==> config.mk <==
export PLATFORM = sky130hd
export DESIGN_NAME = updn_counter
export DESIGN_NICKNAME = d
export VERILOG_FILES = /design/src/rtl/updn_counter_pkg.sv /design/src/rtl/updn_counter_next.sv /design/src/rtl/updn_counter.sv
export SDC_FILE = /design/constraint.sdc
export NUM_CORES = 1
export LEC_CHECK = 0
export CAP_MARGIN = 10
export CORE_UTILIZATION = 44
export CTS_CLUSTER_DIAMETER = 120
export DETAILED_ROUTE_END_ITERATION = 10
export PLACE_DENSITY_LB_ADDON = 0.1
export SYNTH_ARGS = -nofsm -noshare
export SYNTH_HDL_FRONTEND = slang
export SYNTH_SLANG_ARGS = --single-unit
==> constraint.sdc <==
create_clock -name clk -period 1.95 [get_ports clk]
set_clock_uncertainty 0.05 [all_clocks]
set_input_delay 0.4875 -clock clk [delete_from_list [all_inputs] [get_ports clk]]
set_output_delay 0.4875 -clock clk [all_outputs]
set_load 0.01 [all_outputs]
==> src/rtl/updn_counter_pkg.sv <==
// Shared types for the up/down counter: step direction and next-value result.
package updn_counter_pkg;

    // Wide enough for any supported WIDTH (<= 32) plus the carry bit.
    localparam int UPDN_VAL_W = 33;

    typedef enum logic [1:0] {
        HOLD = 2'd0,
        UP   = 2'd1,
        DOWN = 2'd2,
        LOAD = 2'd3
    } dir_e;

    typedef struct packed {
        logic [UPDN_VAL_W-1:0] value;
        logic                  ovf;
        logic                  unf;
    } next_t;

endpackage

==> src/rtl/updn_counter_next.sv <==
// Combinational next-count and boundary-crossing decode for updn_counter.
// Saturation support is compiled in only when UPDN_COUNTER_SAT_EN is defined.
module updn_counter_next
    import updn_counter_pkg::*;
#(
    parameter int WIDTH   = 4,
    parameter int MAX_VAL = 2**WIDTH - 1,
    parameter int STEP    = 1
) (
    input  logic [WIDTH-1:0] count,
    input  logic             increment,
    input  logic             decrement,
    input  logic             load,
    input  logic [WIDTH-1:0] load_val,
`ifdef UPDN_COUNTER_SAT_EN
    input  logic             sat_mode,
`endif
    output next_t            result
);

    // One extra bit so sums and wrap corrections never truncate.
    localparam logic [WIDTH:0] MAX_W  = (WIDTH+1)'(MAX_VAL);
    localparam logic [WIDTH:0] STEP_W = (WIDTH+1)'(STEP);
    localparam logic [WIDTH:0] MOD_W  = MAX_W + {{WIDTH{1'b0}}, 1'b1};

    dir_e           dir_s;
    logic [WIDTH:0] cur_s;
    logic [WIDTH:0] ld_s;
    logic [WIDTH:0] sum_s;
    logic [WIDTH:0] nxt_s;
    logic           ovf_s;
    logic           unf_s;

    assign cur_s = {1'b0, count};
    assign ld_s  = {1'b0, load_val};
    assign sum_s = cur_s + STEP_W;

    // Request priority: load, then exactly one of increment/decrement.
    always_comb begin
        dir_s = HOLD;
        if (load) begin
            dir_s = LOAD;
        end else if (increment ^ decrement) begin
            if (increment) begin
                dir_s = UP;
            end else begin
                dir_s = DOWN;
            end
        end else begin
            dir_s = HOLD;
        end
    end

    // Next value and crossing flags for the selected direction.
    always_comb begin
        nxt_s = cur_s;
        ovf_s = 1'b0;
        unf_s = 1'b0;
        case (dir_s)
            LOAD: begin
                if (ld_s > MAX_W) begin
                    nxt_s = MAX_W;
                end else begin
                    nxt_s = ld_s;
                end
            end
            UP: begin
                if (sum_s > MAX_W) begin
                    ovf_s = 1'b1;
`ifdef UPDN_COUNTER_SAT_EN
                    if (sat_mode) begin
                        nxt_s = MAX_W;
                    end else begin
                        nxt_s = sum_s - MOD_W;
                    end
`else
                    nxt_s = sum_s - MOD_W;
`endif
                end else begin
                    nxt_s = sum_s;
                end
            end
            DOWN: begin
                if (cur_s >= STEP_W) begin
                    nxt_s = cur_s - STEP_W;
                end else begin
                    unf_s = 1'b1;
`ifdef UPDN_COUNTER_SAT_EN
                    if (sat_mode) begin
                        nxt_s = {(WIDTH+1){1'b0}};
                    end else begin
                        nxt_s = (cur_s + MOD_W) - STEP_W;
                    end
`else
                    nxt_s = (cur_s + MOD_W) - STEP_W;
`endif
                end
            end
            default: begin
                nxt_s = cur_s;
            end
        endcase
    end

    // Pack into the shared result type, zero-extending the value.
    always_comb begin
        result              = '{value: {UPDN_VAL_W{1'b0}}, ovf: 1'b0, unf: 1'b0};
        result.value[WIDTH:0] = nxt_s;
        result.ovf          = ovf_s;
        result.unf          = unf_s;
    end

endmodule

==> src/rtl/updn_counter.sv <==
// Up/down counter with wrap (and optional saturate) modes and boundary flags.
// Define UPDN_COUNTER_SAT_EN to add the sat_mode input and saturation logic.
module updn_counter
    import updn_counter_pkg::*;
#(
    parameter int WIDTH   = 4,
    parameter int MAX_VAL = 2**WIDTH - 1,
    parameter int STEP    = 1
) (
    input  logic             clk,
    input  logic             reset,
    input  logic             increment,
    input  logic             decrement,
    input  logic             load,
    input  logic [WIDTH-1:0] load_val,
`ifdef UPDN_COUNTER_SAT_EN
    input  logic             sat_mode,
`endif
    input  logic             clr_flags,
    output logic [WIDTH-1:0] count,
    output logic             at_max,
    output logic             at_zero,
    output logic             ovf_pulse,
    output logic             unf_pulse,
    output logic             ovf_sticky,
    output logic             unf_sticky
);

    localparam logic [WIDTH-1:0] MAX_C = WIDTH'(MAX_VAL);

    next_t            nxt_s;
    logic             nxt_unused_s;
    logic [WIDTH-1:0] count_r;
    logic             ovf_pulse_r;
    logic             unf_pulse_r;
    logic             ovf_sticky_r;
    logic             unf_sticky_r;

    updn_counter_next #(
        .WIDTH   (WIDTH),
        .MAX_VAL (MAX_VAL),
        .STEP    (STEP)
    ) u_next (
        .count     (count_r),
        .increment (increment),
        .decrement (decrement),
        .load      (load),
        .load_val  (load_val),
`ifdef UPDN_COUNTER_SAT_EN
        .sat_mode  (sat_mode),
`endif
        .result    (nxt_s)
    );

    // The next value never exceeds MAX_VAL, so the upper bits are always zero.
    assign nxt_unused_s = |nxt_s.value[UPDN_VAL_W-1:WIDTH];

    // Count, pulse and sticky-flag registers; a set wins over clr_flags.
    always_ff @(posedge clk or posedge reset) begin
        if (reset) begin
            count_r      <= {WIDTH{1'b0}};
            ovf_pulse_r  <= 1'b0;
            unf_pulse_r  <= 1'b0;
            ovf_sticky_r <= 1'b0;
            unf_sticky_r <= 1'b0;
        end else begin
            count_r      <= nxt_s.value[WIDTH-1:0];
            ovf_pulse_r  <= nxt_s.ovf;
            unf_pulse_r  <= nxt_s.unf;
            ovf_sticky_r <= nxt_s.ovf | (ovf_sticky_r & ~clr_flags);
            unf_sticky_r <= nxt_s.unf | (unf_sticky_r & ~clr_flags);
        end
    end

    assign count      = count_r;
    assign at_max     = (count_r == MAX_C);
    assign at_zero    = (count_r == {WIDTH{1'b0}});
    assign ovf_pulse  = ovf_pulse_r;
    assign unf_pulse  = unf_pulse_r;
    assign ovf_sticky = ovf_sticky_r;
    assign unf_sticky = unf_sticky_r;

endmodule

==> out/summary.txt <==
TritonCTS Buffers: 3
Final-report max-slew violation count: 0
Total via count after detailed routing: 612
Reported leakage power: 0.482 nW
Critical Path End Type: output port
Average wire per standard cell: 13.4 um
Number of levels in the clock H-tree: 1
Psw: 0.243 mW
Die width: 39.4 um
Number of clock sinks seen by CTS: 8
First-pass detailed-route iteration total: 4
Proportion of layout cells with a drive suffix above 1: 0.330
Number of antenna diodes: 0
Wire length of the first global-routing pass: 2.48 mm
Synth cell types: 31
Share of total power in combinational logic: 0.520
Crit path launch type: register
Global placer's final weighted congestion: 0.823
Type of the worst min-delay path: register to register
Number of remaining DRC errors: 0
Post-Synthesis Cell Area: 616 um^2
Net total in the final layout: 120
Hold Violations, Final: 0
Unrepaired setup endpoints after global routing: false
Power share of the sequential group: 0.305
Vias per Instance: 5.32
Power Density: 704 mW/mm^2
Sequential share of the synthesized area: 0.325
Fin crit share: 0.971
Clock transition at the registers of the reported paths: 0.05 ns
Number of storage elements in the synthesis netlist: 8
Worst setup path category: register to output port
Std-Cell Rows: 13
Combined area of the multi-input logic cells: 429 um^2
Max_cap viols: 0
Number of failing setup endpoints in the final timing report: 0
Maximum frequency from static timing analysis: 528 MHz
Maximum number of pins on one net before global-route repair: 9
Arr. time, crit path: 1.36 ns
Maximum cell stage delay along the critical path: 0.53 ns
Highest ir drop seen on vdd: 438 uV
Die area: 0.00155 mm^2
Clk Tree Root Cell: clkbuf_4
Minimum period implied by the final worst setup slack: 1.89 ns
Number of synthesis warnings: 0
Initial antenna violation count: 0
Max-Slew Margin vs Limit: 0.783
Ordered cell list for the critical path: buf_4 -> clkdlybuf4s50_1
HPWL after DPL: 1.07 mm
Clock latency at the later pin of the worst-skew pair: 0.25 ns
Wire length reported by the detailed router: 1.54 mm
Avg Inst Size Synth: 9.33 um^2
Relative contribution of the clock network to total power: 0.175
Max stage delay cell, worst path: clkdlybuf4s50_1
TritonCTS clock tree: built
Number of global-route vias before repair: 591
Nets in the synthesized netlist: 84
Top area cells in the synthesized netlist: dfrtp_1, ha_1, inv_1, a21oi_1, a311oi_1
Actual transition at the worst max-transition pin: 0.323 ns
Core Area: 0.00130 mm^2
Internal portion of total power: 0.469 mW
Maximum root-to-sink buffer count: 2
Aggregate global routing overflow: 0
# fillers: 94
Count of pins on the block boundary: 20
Top cell type's share of synthesized area: 0.325
Required time reported for the critical path endpoint: 1.41 ns
Status: complete, no violations
Residual antenna-violating net count after detailed routing: 0
Switching share of total power: 0.341
Number of cells produced by synthesis: 66
Final sum of negative setup slack: 0 ns
Synth area leader: dfrtp_1
Synth-to-layout area growth: 64.2%
Die height: 39.4 um
Total track usage: 0.235
Area occupied by registers: 201 um^2
Starting DRC count in detailed routing: 20
Initial standard-cell utilization of the core: 0.473
Maximum fanout along the worst path: 7
Buffers added on ports: 19
Worst hold slack: 0.432 ns
## cell families (layout without fill, tap and decap cells)
| family | after synthesis | after routing | share of synthesized area |
|---|---|---|---|
| simple gates | 18 | 18 | 0.181 |
| compound gates | 17 | 17 | 0.217 |
| buf+inv | 13 | 47 | 0.0813 |
| fa+ha+maj | 9 | 9 | 0.179 |
| flops | 8 | 8 | 0.325 |
| mux | 1 | 1 | 0.0163 |
## synth_stat cells
library cell  n
nor2_1        3
a21o_1        2
nor4_1        1
and3_1        2
a221o_1       1
a31oi_1       1
a221oi_1      1
buf_2         1
nor2b_1       1
a32o_1        1
nand4b_1      1
ha_1          8
a211oi_1      1
maj3_1        1
or2b_1        1
a311oi_1      2
nand2b_1      2
o21a_1        1
inv_1         8
dfrtp_1       8
or2_2         1
clkbuf_1      4
a221o_2       1
nand3b_1      1
a21oi_1       4
or4b_1        1
nor3b_1       2
a41oi_1       1
nand2_1       2
mux2i_1       1
o2111a_1      1
## metal layers
metal / part of all wire / vias to the layer above / GRT usage / routed length [um]
met2: 0.52 / 26 / 0.434 / 807
met4: 0 / 0 / 0.0517 / 0
met1: 0.42 / 279 / 0.267 / 645
met3: 0.059 / 0 / 0.0511 / 91
li1: - / 307 / - / -
met5: 0 / - / 0 / 0
## power groups by stage
stage,sequential [mW],clock [mW],combinational (mW)
2_1_floorplan,0.228,0,0.156
5_1_grt,0.222,0.141,0.398
4_1_cts,0.216,0.127,0.366
3_5_place_dp,0.218,0,0.334
6_report,0.217,0.124,0.370
3_3_place_gp,0.217,0,0.330
## flip-flops by register name (all words and copies together), names as in the netlist
name	cells
unf_pulse	1
ovf_sticky	1
ovf_pulse	1
count	4
unf_sticky	1
## cells in the final DEF, fill, tap and decap left out, types with 2 or more instances in the layout
master | synthesis | final
a21o_1 | 2 | 2
a21oi_1 | 4 | 2
and3_1 | 2 | 2
buf_4 | 0 | 17
clkbuf_4 | 0 | 3
clkdlybuf4s50_1 | 0 | 14
dfrtp_1 | 8 | 7
dlygate4sd2_1 | 0 | 3
ha_1 | 8 | 5
ha_4 | 0 | 3
inv_1 | 8 | 6
inv_2 | 0 | 2
nand2_1 | 2 | 2
nand2b_1 | 2 | 2
nor2_1 | 3 | 3
## per-stage QoR
stage	power, mW	std cells	instance area (um^2)	util	worst slack, ns
after floorplan	0.384	66	616	-	0.0781
after global placement	0.548	109	910	0.699	-0.444
after detailed placement	0.552	109	910	0.699	-0.504
after CTS	0.709	115	1010	0.779	0.0361
after global routing	0.761	115	1010	0.777	0.0133
final	0.711	115	1010	0.777	0.0565
## timing repair
action | in CTS | in global routing
pin swaps | 4 | 0
hold buffers | 0 | 0
gates resized for setup | 19 | 3
setup buffers | 3 | 0
endpoints found under the setup margin | 6 | 3
## worst paths after layout
kind	start	end	slack, ns	cells after the start
max reg2reg	count[0]	ovf_sticky	0.20	5
min in group asynchronous	reset	count[0]	0.44	2
max	count[2]	count[2]	0.06	2
max in group asynchronous	reset	count[3]	1.16	2
min reg2reg	unf_sticky	unf_sticky	0.43	1
min	unf_sticky	unf_sticky	0.43	1
## critical path, delay by kind of cell, from the launching register on
family                 cells  cell delay [ns]
buffers and inverters      2             0.70
flip-flops                 1             0.40
## layout make-up
cell class,count,area share
clock buffers,3,0.0223
well taps,15,0.0186
flip-flops and latches,8,0.199
inverters,8,0.0297
multi-input cells,45,0.425
repair buffers,36,0.306
(Power assumes the default switching activity.)
==> edit: new RTL, same flow settings <==
The option `UPDN_COUNTER_SAT_EN` is turned on by a define.
--- a/src/rtl/updn_counter_next.sv
+++ b/src/rtl/updn_counter_next.sv
@@ -1,5 +1,7 @@
 // Combinational next-count and boundary-crossing decode for updn_counter.
 // Saturation support is compiled in only when UPDN_COUNTER_SAT_EN is defined.
+`define UPDN_COUNTER_SAT_EN
+
 module updn_counter_next
     import updn_counter_pkg::*;
 #(
Interface: changed (added sat_mode); port bits go from 20 to 21. No check against the original RTL was run, so the function may have changed too.
==> edit against the unedited design <==
  * Wire length up 18%
  * Worst hold slack worse by 0.013 ns
  * Cell area up 4.6%
  * Synthesized area up 3.9%
  * Power up 5.3%
  * Sequential cell count unchanged
  * Critical path depth up 4
  * Combinational power up 8.4%
  * Worst setup slack worse by 0.0077 ns
  * Largest cell class unchanged
==> edit: results (changes against the unedited design) <==
- Place WS: -0.399 ns (+0.106 ns)
- Asr flop ratio synth: 100% (unchanged)
- Max Used Layer: met4
- Synth area leaders: dfrtp_1 31%, ha_1 16%, a21oi_1 7.0%
- M3 GR Usage: 6.11% (+1.0 points)
- Num CTS Buffers: 3 (unchanged)
- Worst-path maximum fanout: 4 (-3)
- DRT iter0 DRCs: 18 (-10%)
- Vias per cell: 5.70 (+7.0%)
- Max VDD drop: 0.378 mV (-14%)
- Vias in the first global route: 626 (+5.9%)
- Share of post-route cells with drive strength above 1: 33.6% (+0.64 points)
- Worst path max stage delay: 0.40 ns (-0.13 ns)
- Global-route wire length before repair: 2680 um (+8.4%)
- Grt met1 use: 30.3% (+3.6 points)
- Hold Crit Class: in2async
- RePlAce Congestion: 0.932 (+13%)
- Met2 Resource Use GR: 40.3% (-3.1 points)
- WP data arrival: 1.99 ns (+0.63 ns)
- Post-synthesis sequential area ratio: 31.3% (-1.2 points)
- Compound-cell area share of the yosys netlist: 19.6% (-2.2 points)
- Warnings, synthesis: 0 (unchanged)
- Cell count after synthesis: 74 (+12%)
- Met3 routed WL: 118 um (+30%)
- Actual slew at the worst max-slew pin: 0.394 ns (+0.0711 ns)
- Adder-cell share of the synthesized area: 17.4% (-0.47 points)
- Gr usage total: 26.0% (+2.5 points)
- Xor and xnor area share after synthesis: 0% (unchanged)
- Antenna violations before repair: 0 (unchanged)
- Met1 wire length: 685 um (+6.2%)
- Largest net degree at the start of global routing: 10 (+1)
- Status: completed
- Port Buffers: 20 (+1)
- Delay-heaviest family, CP: adder cells
- ANT cells: 0 (unchanged)
- Distinct cells, synth: 29 (-6.5%)
- Placed insts: 120 (+10%)
- Clock transition at path regs: 0.06 ns
- Largest register FFs: 4 (unchanged)
- Most frequent cells after synthesis: 11 x inv_1, 9 x a21oi_1, 8 x dfrtp_1, 8 x ha_1, 5 x nor2_1
- Placed cell areas: 943 sq um (+3.7%)
- Final net count: 131 (+9.2%)
- CTS HTree Levels: 1 (unchanged)
- Slowest-stage cell, CP: dfrtp_1
- Clk Latency, worst-skew pair: 0.26 ns
- Leakage: 0.524 nW (+8.6%)
- Total of max-cap violations: 0 (unchanged)
- Post-synthesis mux area share: 1.57% (-0.060 points)
- Wirelength, routed: 1820 um (+18%)
- Root cell of the clock tree: clkbuf_4
- Max Root-Sink Buffers: 2 (unchanged)
- First-pass DRT Iterations: 4 (unchanged)
- Syn_nets: 93 (+11%)
- Met2 Wirelength: 953 um (+18%)
- Via count: 712 (+16%)
## edit: report_power, final
group | switching (mW) | total [mW] | leakage, nW | internal, mW
clock | 0.0611 | 0.132 | 0.0138 | 0.0708
sequential | 0.0267 | 0.216 | 0.103 | 0.189
combinational | 0.198 | 0.401 | 0.407 | 0.204
## edit: repair_timing
action,4_1_cts,5_1_grt
pin swaps,4,4
gates resized for setup,11,15
buffers inserted,2,0
setup endpoints to repair,7,5
## edit: worst paths after layout
check	startpoint	to	slack (ns)	cells past startpoint
setup / recovery	count[0]	count[3]	0.05	6
hold / removal	reset	count[1]	0.42	2
setup reg to reg	count[0]	count[3]	0.05	6
hold reg to reg	unf_sticky	unf_sticky	0.43	1
max in group asynchronous	reset	unf_pulse	1.19	2
min in group clk	unf_sticky	unf_sticky	0.43	1
## edit: final cells by class
type / count / area (sq um)
timing repair buffer: 37 / 324
clock buffer: 3 / 22.5
tap: 15 / 18.8
multi-input combinational: 51 / 450
sequential: 8 / 200
fill: 92 / 277
inverter: 11 / 41.3
